## src/rtl/digit_scan_ctrl_pkg.sv

```systemverilog
// -----------------------------------------------------------------------------
// scan_pkg
// Shared constants and types for the 8-digit seven-segment scan controller.
//   DIGITS / SEL_W / NIB_W : display geometry
//   scan_state_t           : scan FSM state (IDLE, DWELL)
//   sel_t, nib_t           : digit index and digit value types
//   nibble_at()            : extracts digit value idx from the packed data word
// -----------------------------------------------------------------------------
package scan_pkg;

    localparam int DIGITS = 8;
    localparam int SEL_W  = 3;
    localparam int NIB_W  = 4;

    typedef enum logic {
        IDLE  = 1'b0,
        DWELL = 1'b1
    } scan_state_t;

    typedef logic [SEL_W-1:0] sel_t;
    typedef logic [NIB_W-1:0] nib_t;

    function automatic nib_t nibble_at(input logic [DIGITS*NIB_W-1:0] d,
                                       input sel_t                    idx);
        return d[idx*NIB_W +: NIB_W];
    endfunction

endpackage

```

## src/rtl/digit_scan_ctrl_if.sv

```systemverilog
// -----------------------------------------------------------------------------
// digit_scan_ctrl_if
// Bundles the scan controller's control inputs and display-side outputs.
//   en, mask, data        : driven by the master (display top / host)
//   sel, nibble, active,
//   wrap, state           : driven by the slave (digit_scan_ctrl)
// All signals are level-sampled on the rising clock edge; there is no
// valid/ready handshake. state is a debug view of the scan FSM.
// -----------------------------------------------------------------------------
interface digit_scan_ctrl_if;
    import scan_pkg::*;

    logic                    en;
    logic [DIGITS-1:0]       mask;
    logic [DIGITS*NIB_W-1:0] data;
    sel_t                    sel;
    nib_t                    nibble;
    logic                    active;
    logic                    wrap;
    scan_state_t             state;

    modport master (
        output en, mask, data,
        input  sel, nibble, active, wrap, state
    );

    modport slave (
        input  en, mask, data,
        output sel, nibble, active, wrap, state
    );

endinterface

```

## src/rtl/digit_scan_ctrl_next_enabled.sv

```systemverilog
// -----------------------------------------------------------------------------
// next_enabled
// Purely combinational search for the next enabled digit strictly after cur,
// ascending, modulo DIGITS.
//   cur     : current digit index
//   mask    : digit enable bits
//   nxt     : next enabled digit (cur itself if it is the only one enabled,
//             cur if mask is all zero)
//   wrapped : the search crossed or landed back on cur (nxt <= cur)
// -----------------------------------------------------------------------------
module next_enabled
    import scan_pkg::*;
(
    input  sel_t              cur,
    input  logic [DIGITS-1:0] mask,
    output sel_t              nxt,
    output logic              wrapped
);

    sel_t cand;
    logic found;

    // Offsets 1..DIGITS; the last offset wraps to cur itself so a lone
    // enabled digit selects itself. The first hit wins.
    always_comb begin
        nxt   = cur;
        found = 1'b0;
        cand  = cur;
        for (int i = 1; i <= DIGITS; i++) begin
            cand = cur + sel_t'(i);
            if (!found && mask[cand]) begin
                nxt   = cand;
                found = 1'b1;
            end
        end
        wrapped = found && (nxt <= cur);
    end

endmodule

```

## src/rtl/digit_scan_ctrl.sv

```systemverilog
// -----------------------------------------------------------------------------
// digit_scan_ctrl
// Time-multiplexing scan controller for an 8-digit seven-segment display.
// Dwells TICK_DIV clocks on each enabled digit, skipping disabled digits.
//   clk   : system clock, rising edge
//   rst   : synchronous reset, active-high
//   bus   : slave side of digit_scan_ctrl_if
//           en     - scan enable (low freezes scanning)
//           mask   - digit enables, bit i enables digit i
//           data   - digit values, nibble i = data[4i+3:4i]
//           sel    - current digit index (to decoder A)
//           nibble - value of digit sel
//           active - mask bit of digit sel
//           wrap   - one-cycle pulse after a tick that completed a pass
//           state  - scan FSM state
// All outputs are registered.
// -----------------------------------------------------------------------------
module digit_scan_ctrl
    import scan_pkg::*;
#(
    parameter int unsigned TICK_DIV = 100000
)(
    input  logic              clk,
    input  logic              rst,
    digit_scan_ctrl_if.slave  bus
);

    localparam int               CNT_W    = $clog2(TICK_DIV);
    localparam logic [CNT_W-1:0] CNT_LAST = CNT_W'(TICK_DIV - 1);

    scan_state_t      state;
    scan_state_t      state_next;
    logic [CNT_W-1:0] cnt;
    logic [CNT_W-1:0] cnt_next;
    sel_t             sel;
    sel_t             sel_next;
    nib_t             nibble;
    logic             active;
    logic             wrap;
    logic             wrap_next;
    logic             go;
    logic             tick;
    sel_t             nxt;
    logic             wrapped;

    assign go = bus.en && (bus.mask != '0);

    next_enabled u_next_enabled (
        .cur     (sel),
        .mask    (bus.mask),
        .nxt     (nxt),
        .wrapped (wrapped)
    );

    // State register
    always_ff @(posedge clk) begin
        if (rst) begin
            state <= IDLE;
        end else begin
            state <= state_next;
        end
    end

    // Next-state logic
    always_comb begin
        state_next = state;
        case (state)
            IDLE:    if (go)  state_next = DWELL;
            DWELL:   if (!go) state_next = IDLE;
            default: state_next = IDLE;
        endcase
    end

    // Output / datapath next values. A tick needs go as well, so dropping
    // en (or clearing mask) on the last dwell cycle suppresses the advance.
    always_comb begin
        tick      = (state == DWELL) && go && (cnt == CNT_LAST);
        cnt_next  = '0;
        sel_next  = sel;
        wrap_next = 1'b0;
        if ((state == DWELL) && go) begin
            cnt_next = tick ? '0 : cnt + CNT_W'(1);
        end
        if (tick) begin
            sel_next  = nxt;
            wrap_next = wrapped;
        end
    end

    // nibble/active are taken from sel_next so they line up with sel and
    // follow data/mask with exactly one cycle of latency.
    always_ff @(posedge clk) begin
        if (rst) begin
            cnt    <= '0;
            sel    <= '0;
            nibble <= '0;
            active <= 1'b0;
            wrap   <= 1'b0;
        end else begin
            cnt    <= cnt_next;
            sel    <= sel_next;
            nibble <= nibble_at(bus.data, sel_next);
            active <= bus.mask[sel_next];
            wrap   <= wrap_next;
        end
    end

    assign bus.sel    = sel;
    assign bus.nibble = nibble;
    assign bus.active = active;
    assign bus.wrap   = wrap;
    assign bus.state  = state;

endmodule

```

## src/flat_wrapper.sv

```systemverilog
// flat-port wrapper written by rule: the top's interface ports become plain ports
module digit_scan_ctrl_flat import scan_pkg::*;
#(
    parameter int unsigned TICK_DIV = 100000
)
  (clk, rst, bus_en, bus_mask, bus_data, bus_sel, bus_nibble, bus_active, bus_wrap, bus_state);
  digit_scan_ctrl_if bus_i ();
  input  logic clk;
  input  logic rst;
  input wire logic [$bits(bus_i.en)-1:0] bus_en;
  input wire logic [$bits(bus_i.mask)-1:0] bus_mask;
  input wire logic [$bits(bus_i.data)-1:0] bus_data;
  output wire logic [$bits(bus_i.sel)-1:0] bus_sel;
  output wire logic [$bits(bus_i.nibble)-1:0] bus_nibble;
  output wire logic [$bits(bus_i.active)-1:0] bus_active;
  output wire logic [$bits(bus_i.wrap)-1:0] bus_wrap;
  output wire logic [$bits(bus_i.state)-1:0] bus_state;
  assign bus_i.en = bus_en;
  assign bus_i.mask = bus_mask;
  assign bus_i.data = bus_data;
  assign bus_sel = bus_i.sel;
  assign bus_nibble = bus_i.nibble;
  assign bus_active = bus_i.active;
  assign bus_wrap = bus_i.wrap;
  assign bus_state = bus_i.state;
  digit_scan_ctrl #(.TICK_DIV(TICK_DIV)) u_core (.clk(clk), .rst(rst), .bus(bus_i));
endmodule
```

## config.mk

```make
export PLATFORM = sky130hd
export DESIGN_NAME = digit_scan_ctrl_flat
export DESIGN_NICKNAME = d
export VERILOG_FILES = /design/src/rtl/digit_scan_ctrl_pkg.sv /design/src/rtl/digit_scan_ctrl_if.sv /design/src/rtl/digit_scan_ctrl_next_enabled.sv /design/src/rtl/digit_scan_ctrl.sv /design/src/flat_wrapper.sv
export SDC_FILE = /design/constraint.sdc
export NUM_CORES = 1
export LEC_CHECK = 0
export CORE_MARGIN = 8
export CORE_UTILIZATION = 55
export DETAILED_ROUTE_END_ITERATION = 12
export GPL_ROUTABILITY_DRIVEN = 0
export PLACE_DENSITY = 0.93
export SYNTH_ARGS = -nofsm -noshare
export SYNTH_HDL_FRONTEND = slang
export SYNTH_SLANG_ARGS = --single-unit
```

## constraint.sdc

```tcl
create_clock -name clk -period 5.3 [get_ports clk]
set_clock_uncertainty 0.1 [all_clocks]
set_input_delay 0.795 -clock clk [delete_from_list [all_inputs] [get_ports clk]]
set_output_delay 0.795 -clock clk [all_outputs]
set_load 0.01 [all_outputs]
```

=== Word-level counts from Yosys, hierarchy flattened ===
Index checks and enable logic that the tools add are counted.

* Output and inout bits: 10
* Register bits after elaboration: 27
* Word-level logic and storage cells: 85
* Input port bits: 43

* $add $sub $neg: 8
* Mux-type cells: 36
* Shift-type cells: 1
* Eq/ne operators: 1
* $lt $le $gt $ge: 10
* Reduce and logical (&&, ||, !) cells: 21
* Bitwise operators: 2

{| class="wikitable"
|+ Operators with widths
! cell !! count
|-
| $lt A3 B4 Y1 const B || 9
|-
| $shiftx A32 B6 Y4 || 1
|-
| $bmux W1 S3 || 9
|-
| $mux W3 || 9
|-
| $mux W1 || 18
|-
| $add A17 B1 Y17 const B || 1
|-
| $eq A17 B17 Y1 const B || 1
|-
| $add A3 B3 Y3 const B || 4
|-
| $logic_and A1 B1 Y1 || 11
|-
| $reduce_bool A8 Y1 || 1
|-
| $logic_not A1 Y1 || 7
|-
| $add A3 B2 Y3 const B || 2
|-
| $add A3 B1 Y3 const B || 1
|-
| $le A3 B3 Y1 || 1
|-
| $reduce_or A3 Y1 || 1
|-
| $not A1 Y1 || 2
|-
| $reduce_or A2 Y1 || 1
|}

=== Longest topological paths before layout ===
* Depth in word-level cells: 28
* Depth in mapped cells: 20

=== Hierarchy ===
A second synthesis with hierarchy kept.

* Cells, all modules: 426
* Area, all modules: 3383.2 µm²

{| class="wikitable"
|+ Modules (own cells, without submodules)
! module !! times used !! cells each !! sequential area each (µm²) !! area each (µm²)
|-
| digit_scan_ctrl || 1 || 290 || 540.5 || 2178.3
|-
| next_enabled || 1 || 136 || 0.0 || 1204.9
|}

=== Worst setup path after synthesis ===
OpenSTA, ideal clock, no wires.

* Path type: reg2reg
* From: register u_core.sel[0] (netlist: u_core.bus.sel[0])
* To: register u_core.wrap (netlist: u_core.bus.wrap)
* Stages on the path, launching flop included: 21
* Path slack: 0.979 ns
* Arrival time: 4.130 ns
* Path buffers: 6
* Library setup time: 0.091 ns
* Clock period less this slack: 4.321 ns
* Required time: 5.109 ns
* Path through: dfxtp_1 buf_6 buf_12 inv_1 clkbuf_1 buf_1 ha_1 buf_2 mux4_2 mux2i_4 nor2_2 a211oi_4 o21a_1 clkbuf_1 xnor2_1 ha_1 inv_1 a21o_1 a21oi_1 a31oi_1 nor4bb_1

* Word-level cells in the longest chain between the ends: 27
* Elaborated cells between the ends (all ways): 55
* Classes of those cells: add/sub (7); order compare (1); mux (32); reduce/logical (15)

{| class="wikitable"
|+ Ends and longest elaborated chain
! what !! RTL line !! RTL
|-
| start, declared || digit_scan_ctrl.sv:35 || <nowiki>sel_t sel;</nowiki>
|-
| start signal, assigned || digit_scan_ctrl.sv:101 || <nowiki>sel <= sel_next;</nowiki>
|-
| $add A3 B1 Y3 || digit_scan_ctrl_next_enabled.sv:30 || <nowiki>cand = cur + sel_t'(i);</nowiki>
|-
| $bmux W1 S3 || digit_scan_ctrl_next_enabled.sv:31 || <nowiki>if (!found && mask[cand]) begin</nowiki>
|-
| $mux W1 (not written as such) || digit_scan_ctrl_next_enabled.sv:31 ||
|-
| $mux W1 || digit_scan_ctrl_next_enabled.sv:31 ||
|-
| $logic_not A1 Y1 || digit_scan_ctrl_next_enabled.sv:31 ||
|-
| $logic_and A1 B1 Y1 || digit_scan_ctrl_next_enabled.sv:31 ||
|-
| $mux W1 || digit_scan_ctrl_next_enabled.sv:31 ||
|-
| $logic_not A1 Y1 || digit_scan_ctrl_next_enabled.sv:31 ||
|-
| [... 11 more ...] || - ||
|-
| $logic_not A1 Y1 || digit_scan_ctrl_next_enabled.sv:31 ||
|-
| $logic_and A1 B1 Y1 || digit_scan_ctrl_next_enabled.sv:31 ||
|-
| $mux W1 || digit_scan_ctrl_next_enabled.sv:31 ||
|-
| $logic_not A1 Y1 || digit_scan_ctrl_next_enabled.sv:31 ||
|-
| $logic_and A1 B1 Y1 || digit_scan_ctrl_next_enabled.sv:31 ||
|-
| $mux W3 || digit_scan_ctrl_next_enabled.sv:31 ||
|-
| $le A3 B3 Y1 || digit_scan_ctrl_next_enabled.sv:36 || <nowiki>wrapped = found && (nxt <= cur);</nowiki>
|-
| $logic_and A1 B1 Y1 (*) || digit_scan_ctrl_next_enabled.sv:36 ||
|-
| end signal, assigned || digit_scan_ctrl.sv:104 || <nowiki>wrap <= wrap_next;</nowiki>
|-
| end, declared || digit_scan_ctrl.sv:39 || <nowiki>logic wrap;</nowiki>
|}

Every way passes the cells marked *; elsewhere a longest branch is shown, timed or not. The select of a mux whose other input is x is not followed.
A chain may end at the register's enable or synchronous reset.

=== Worst setup path after layout ===
* From: register u_core.sel[1] (netlist: u_core.bus.sel[1])
* To: register u_core.nibble[0] (netlist: u_core.bus.nibble[0])

* Word-level cells in the longest chain between the ends: 27
* Elaborated cells between the ends (all ways): 54
* Classes of those cells: add/sub (7); shift (1); mux (32); reduce/logical (14)

{| class="wikitable"
|+ Ends and longest elaborated chain
! what !! RTL line !! RTL
|-
| $add A3 B1 Y3 || digit_scan_ctrl_next_enabled.sv:30 ||
|-
| $bmux W1 S3 || digit_scan_ctrl_next_enabled.sv:31 ||
|-
| $mux W1 (not written as such) || digit_scan_ctrl_next_enabled.sv:31 ||
|-
| $mux W1 || digit_scan_ctrl_next_enabled.sv:31 ||
|-
| $logic_not A1 Y1 || digit_scan_ctrl_next_enabled.sv:31 ||
|-
| $logic_and A1 B1 Y1 || digit_scan_ctrl_next_enabled.sv:31 ||
|-
| $mux W1 || digit_scan_ctrl_next_enabled.sv:31 ||
|-
| $logic_not A1 Y1 || digit_scan_ctrl_next_enabled.sv:31 ||
|-
| [... 11 more ...] || - ||
|-
| $logic_not A1 Y1 || digit_scan_ctrl_next_enabled.sv:31 ||
|-
| $logic_and A1 B1 Y1 || digit_scan_ctrl_next_enabled.sv:31 ||
|-
| $mux W1 || digit_scan_ctrl_next_enabled.sv:31 ||
|-
| $logic_not A1 Y1 || digit_scan_ctrl_next_enabled.sv:31 ||
|-
| $logic_and A1 B1 Y1 || digit_scan_ctrl_next_enabled.sv:31 ||
|-
| $mux W3 || digit_scan_ctrl_next_enabled.sv:31 ||
|-
| $mux W3 (*) || digit_scan_ctrl.sv:84 || <nowiki>if (tick) begin</nowiki>
|-
| $shiftx A32 B6 Y4 (*) || digit_scan_ctrl_pkg.sv:25 || <nowiki>return d[idx*NIB_W +: NIB_W];</nowiki>
|-
| end signal, assigned || digit_scan_ctrl.sv:102 || <nowiki>nibble <= nibble_at(bus.data, sel_next);</nowiki>
|-
| end, declared || digit_scan_ctrl.sv:37 || <nowiki>nib_t nibble;</nowiki>
|}

Marked as above.

==> run summary <==
RUN STATUS
----------------------------------------------------------------------------------
Status                                                                finished clean

SYNTH
----------------------------------------------------------------------------------
Mean instance size in the synthesized netlist                          8.292 sq um
Net Count, Synth                                                               449
Top area cells in the synthesized netlist                             dfxtp_1, a221oi_1, mux2_2, a22oi_1, mux4_2
Prevailing post-synth register cell                                        dfxtp_1
Yosys reg bits                                                                  27
Post-synthesis async set-or-reset flop share                                    0%
Number of enable-type register cells in the synthesized netlist                  0
Synth top area share                                                        16.30%
Cell taking the most area after synthesis                                  dfxtp_1
Synth cell types                                                                62
Area of the mapped netlist                                              3317 sq um
Share of synthesized area occupied by flip-flops and latches                16.30%
Synth Instances                                                                400
Number of warnings reported in the yosys synthesis log                           0

SETUP PATH
----------------------------------------------------------------------------------
Buffers & Inverters on Critical Path                                             1
Largest driver fanout on the critical path                                      34
Cell with the largest stage delay on the worst path                         nor2_2
Maximum cell stage delay along the critical path                           1.01 ns
Worst endpoint data arrival time                                           5.09 ns
Source of the worst register-to-register timing path                  u_core.bus.sel[1]
CP Launch Point                                                       u_core.bus.sel[1]
Worst Path Class, Setup                                                 reg -> reg
Required arrival time at the worst endpoint                                5.41 ns
Critical Path Start Type                                                 flip-flop
Cell family with the largest share of critical-path delay             compound AO/OA/AOI/OAI gates
Sequence of cells on the critical path                                clkinv_1, ha_1, mux2_2, mux2i_1, a221oi_1, a211oi_4, nor2_2, a221oi_1, o211ai_1, mux2_2, a32o_1
Worst setup EP type                                                      flip-flop

CLOCKING
----------------------------------------------------------------------------------
H-Tree Depth                                                                     1
Clk_lat worst skew                                                         0.27 ns
# clock sinks                                                                   27
CTS Hold Buffers Added                                                           0
Clock buffers created by TritonCTS                                               3
Post-cts repair resize count                                                     0
Max clock buf depth                                                              2
Clock tree from TritonCTS                                                    built
Post-CTS setup buffers                                                           0
Cell at the root of the clock tree                                        clkbuf_8
CTS clk-pin slew, worst paths                                              0.09 ns

PLACE
----------------------------------------------------------------------------------
Number of buffers inserted by port buffering                                    52
Detail Placement HPWL                                                      7087 um
Placement Setup Slack                                                    0.5411 ns

ROUTE
----------------------------------------------------------------------------------
Top routing layer used                                                        met4
Routed wire length                                                         9992 um
Total routed wire length on the met1 layer                                 3935 um
DR pass1 iterations                                                              6
Wire length per cell                                                      19.86 um
Post-detailed-route DRC marker count                                             0
Met3 routed wirelength                                                      815 um
Avg Vias per Cell                                                            7.091
Detailed Route Iter0 Violations                                                435
Vias                                                                          3567
ANT nets after route                                                             0
Routed length on met2                                                      4946 um

DIE
----------------------------------------------------------------------------------
FP Rows                                                                         28
Horiz. Die Dim                                                            93.66 um
Number of I/O pins                                                              53
Initial Util                                                                56.36%
Vertical die dimension                                                    93.66 um
Placeable core region                                                   5886 sq um
Die Footprint                                                           8772 sq um

STA
----------------------------------------------------------------------------------
Max-slew violations                                                              0
Setup TNS                                                                     0 ns
Post-route fraction of the period consumed by the critical path             93.81%
Max Freq                                                                0.2011 GHz
Unrepaired setup endpoints after global routing                              false
Endpoints failing setup                                                          0
Worst-Margin Slew                                                         1.285 ns
Final min period                                                          4.972 ns
Final Worst Setup Slack                                                  0.3281 ns
Tightest slew margin relative to the limit                                  14.21%
Final number of hold-violating endpoints                                         0

FINAL LAYOUT
----------------------------------------------------------------------------------
Reg area                                                               541.8 sq um
Total number of nets in the final design                                       478
Synth-to-Final Area Change                                                  15.47%
Diode count                                                                      0
Filler cell count                                                              478
Share of final-layout standard cells stronger than drive strength 1         13.55%
Area used by multi-input combinational logic                            2527 sq um

GLOBAL ROUTE
----------------------------------------------------------------------------------
Via count of the first global-routing pass                                    3319
Initial antenna violation count                                                  0
Wire length of the first global-routing pass                              16060 um
Global-route usage over all layers                                          21.87%
Total congestion overflow after global routing                                   0
Pin count of the biggest net entering global routing                            43

PWR
----------------------------------------------------------------------------------
Pleak                                                                     1.237 nW
Net switching component of the power                                     0.1347 mW
Switching part of the total power                                           28.76%
Internal Dissipation                                                     0.3338 mW
Part of the total power dissipated in the clock network                      24.5%
Share of total power in sequential cells                                     44.4%
Comb pwr share                                                               31.1%
Pwr Density                                                           122.3 nW/um^2
Max rail drop VDD                                                         145.2 uV

HOLD PATH
----------------------------------------------------------------------------------
Class of the most critical hold timing path                             reg -> reg
Hold Path Origin                                                      u_core.cnt[0]

FLOW RUN
----------------------------------------------------------------------------------
Max Cap Violations                                                               0

placed cells by master (no fill, tap or decap), drive strengths merged, types with 3 or more instances in the layout:
cell type and instances:
clkdlybuf4s50 52, nand2 41, a221oi 36, nor2 31, mux2 29, dfxtp 27
a22oi 21, o21ai 15, o211ai 14, inv 14, mux2i 12, a21oi 10
nor3 9, xnor2 9, mux4 7, nand3 7, xor2 7, ha 6
buf 6, or2 6, and2 5, and3 5, a32o 5, a31oi 4
or4 4, o2111ai 4, clkbuf 4, a221o 3, o31ai 3, nand4 3
flip-flops by register name, summed over array words and instances, names as in the netlist:
name / cells
u_core.bus.active: 1
u_core.bus.nibble: 4
u_core.bus.sel: 3
u_core.bus.state: 1
u_core.bus.wrap: 1
u_core.cnt: 17
final timing paths:
path	to	cells past startpoint	slack, ns
max	u_core.bus.nibble[0]	11	0.33
min reg2reg	u_core.cnt[0]	1	0.38
min	u_core.cnt[0]	1	0.38
max reg2reg	u_core.bus.nibble[0]	11	0.33
synthesized netlist by cell type, types with 3 or more instances:
master and n:
dfxtp_1 27, a31oi_1 4, mux2_2 28, nor2_2 3
nor2_1 28, buf_6 5, a221o_1 3, xor2_1 7
ha_1 6, o31ai_1 3, a21oi_1 9, clkbuf_1 20
and3_1 5, o21ai_0 13, a221oi_1 36, or4_1 4
xnor2_1 8, buf_2 6, nand3_1 7, a32o_1 5
nor3_1 9, and2_1 5, mux4_2 7, inv_1 14
or2_1 4, o2111ai_1 4, mux2i_1 11, o211ai_1 14
nand2_1 41, a22oi_1 21
stage by stage:
step	utilization [%]	cells	power [mW]	hold slack [ns]	cell area [sq um]
2_1_floorplan	-	400	0.2859	0.3302	3317
3_3_place_gp	64.31	499	0.3494	0.3459	3785
3_5_place_dp	64.31	499	0.3542	0.3681	3785
4_1_cts	65.07	503	0.4658	0.3886	3830
5_1_grt	65.07	503	0.4907	0.4060	3830
6_report	65.07	503	0.4685	0.3751	3830
routing by layer:
layer  track usage [%]  vias up
li1                  -     1621
met5                 0        -
met1             27.26     1693
met2             36.96      212
met4             7.530        0
met3             3.837       41
cell families after synthesis:
kind of cell / share of synthesized area (%)
adders and majority gates: 2.263
muxes: 18.60
buffers and inverters: 7.506
xor gates and xnor gates: 4.791
DFF: 16.30
and+or+nand+nor: 19.50
AOI/OAI and AO/OA: 31.05
layout make-up:
class	count	area share (%)
repair buffers	58	14.77
multi-input cells	324	65.99
inverters	15	1.470
clock buffers	4	1.176
flip-flops and latches	27	14.15
well taps	75	2.450
power groups by stage:
stage                     clock network (mW)  logic, mW  registers (mW)
final                                  0.115      0.146           0.208
after global routing                   0.127      0.156           0.208
after CTS                              0.115      0.143           0.208
after detailed placement                   0      0.142           0.213
after global placement                     0      0.137           0.213
after floorplan                            0     0.0727           0.213
(Power assumes the default switching activity.)
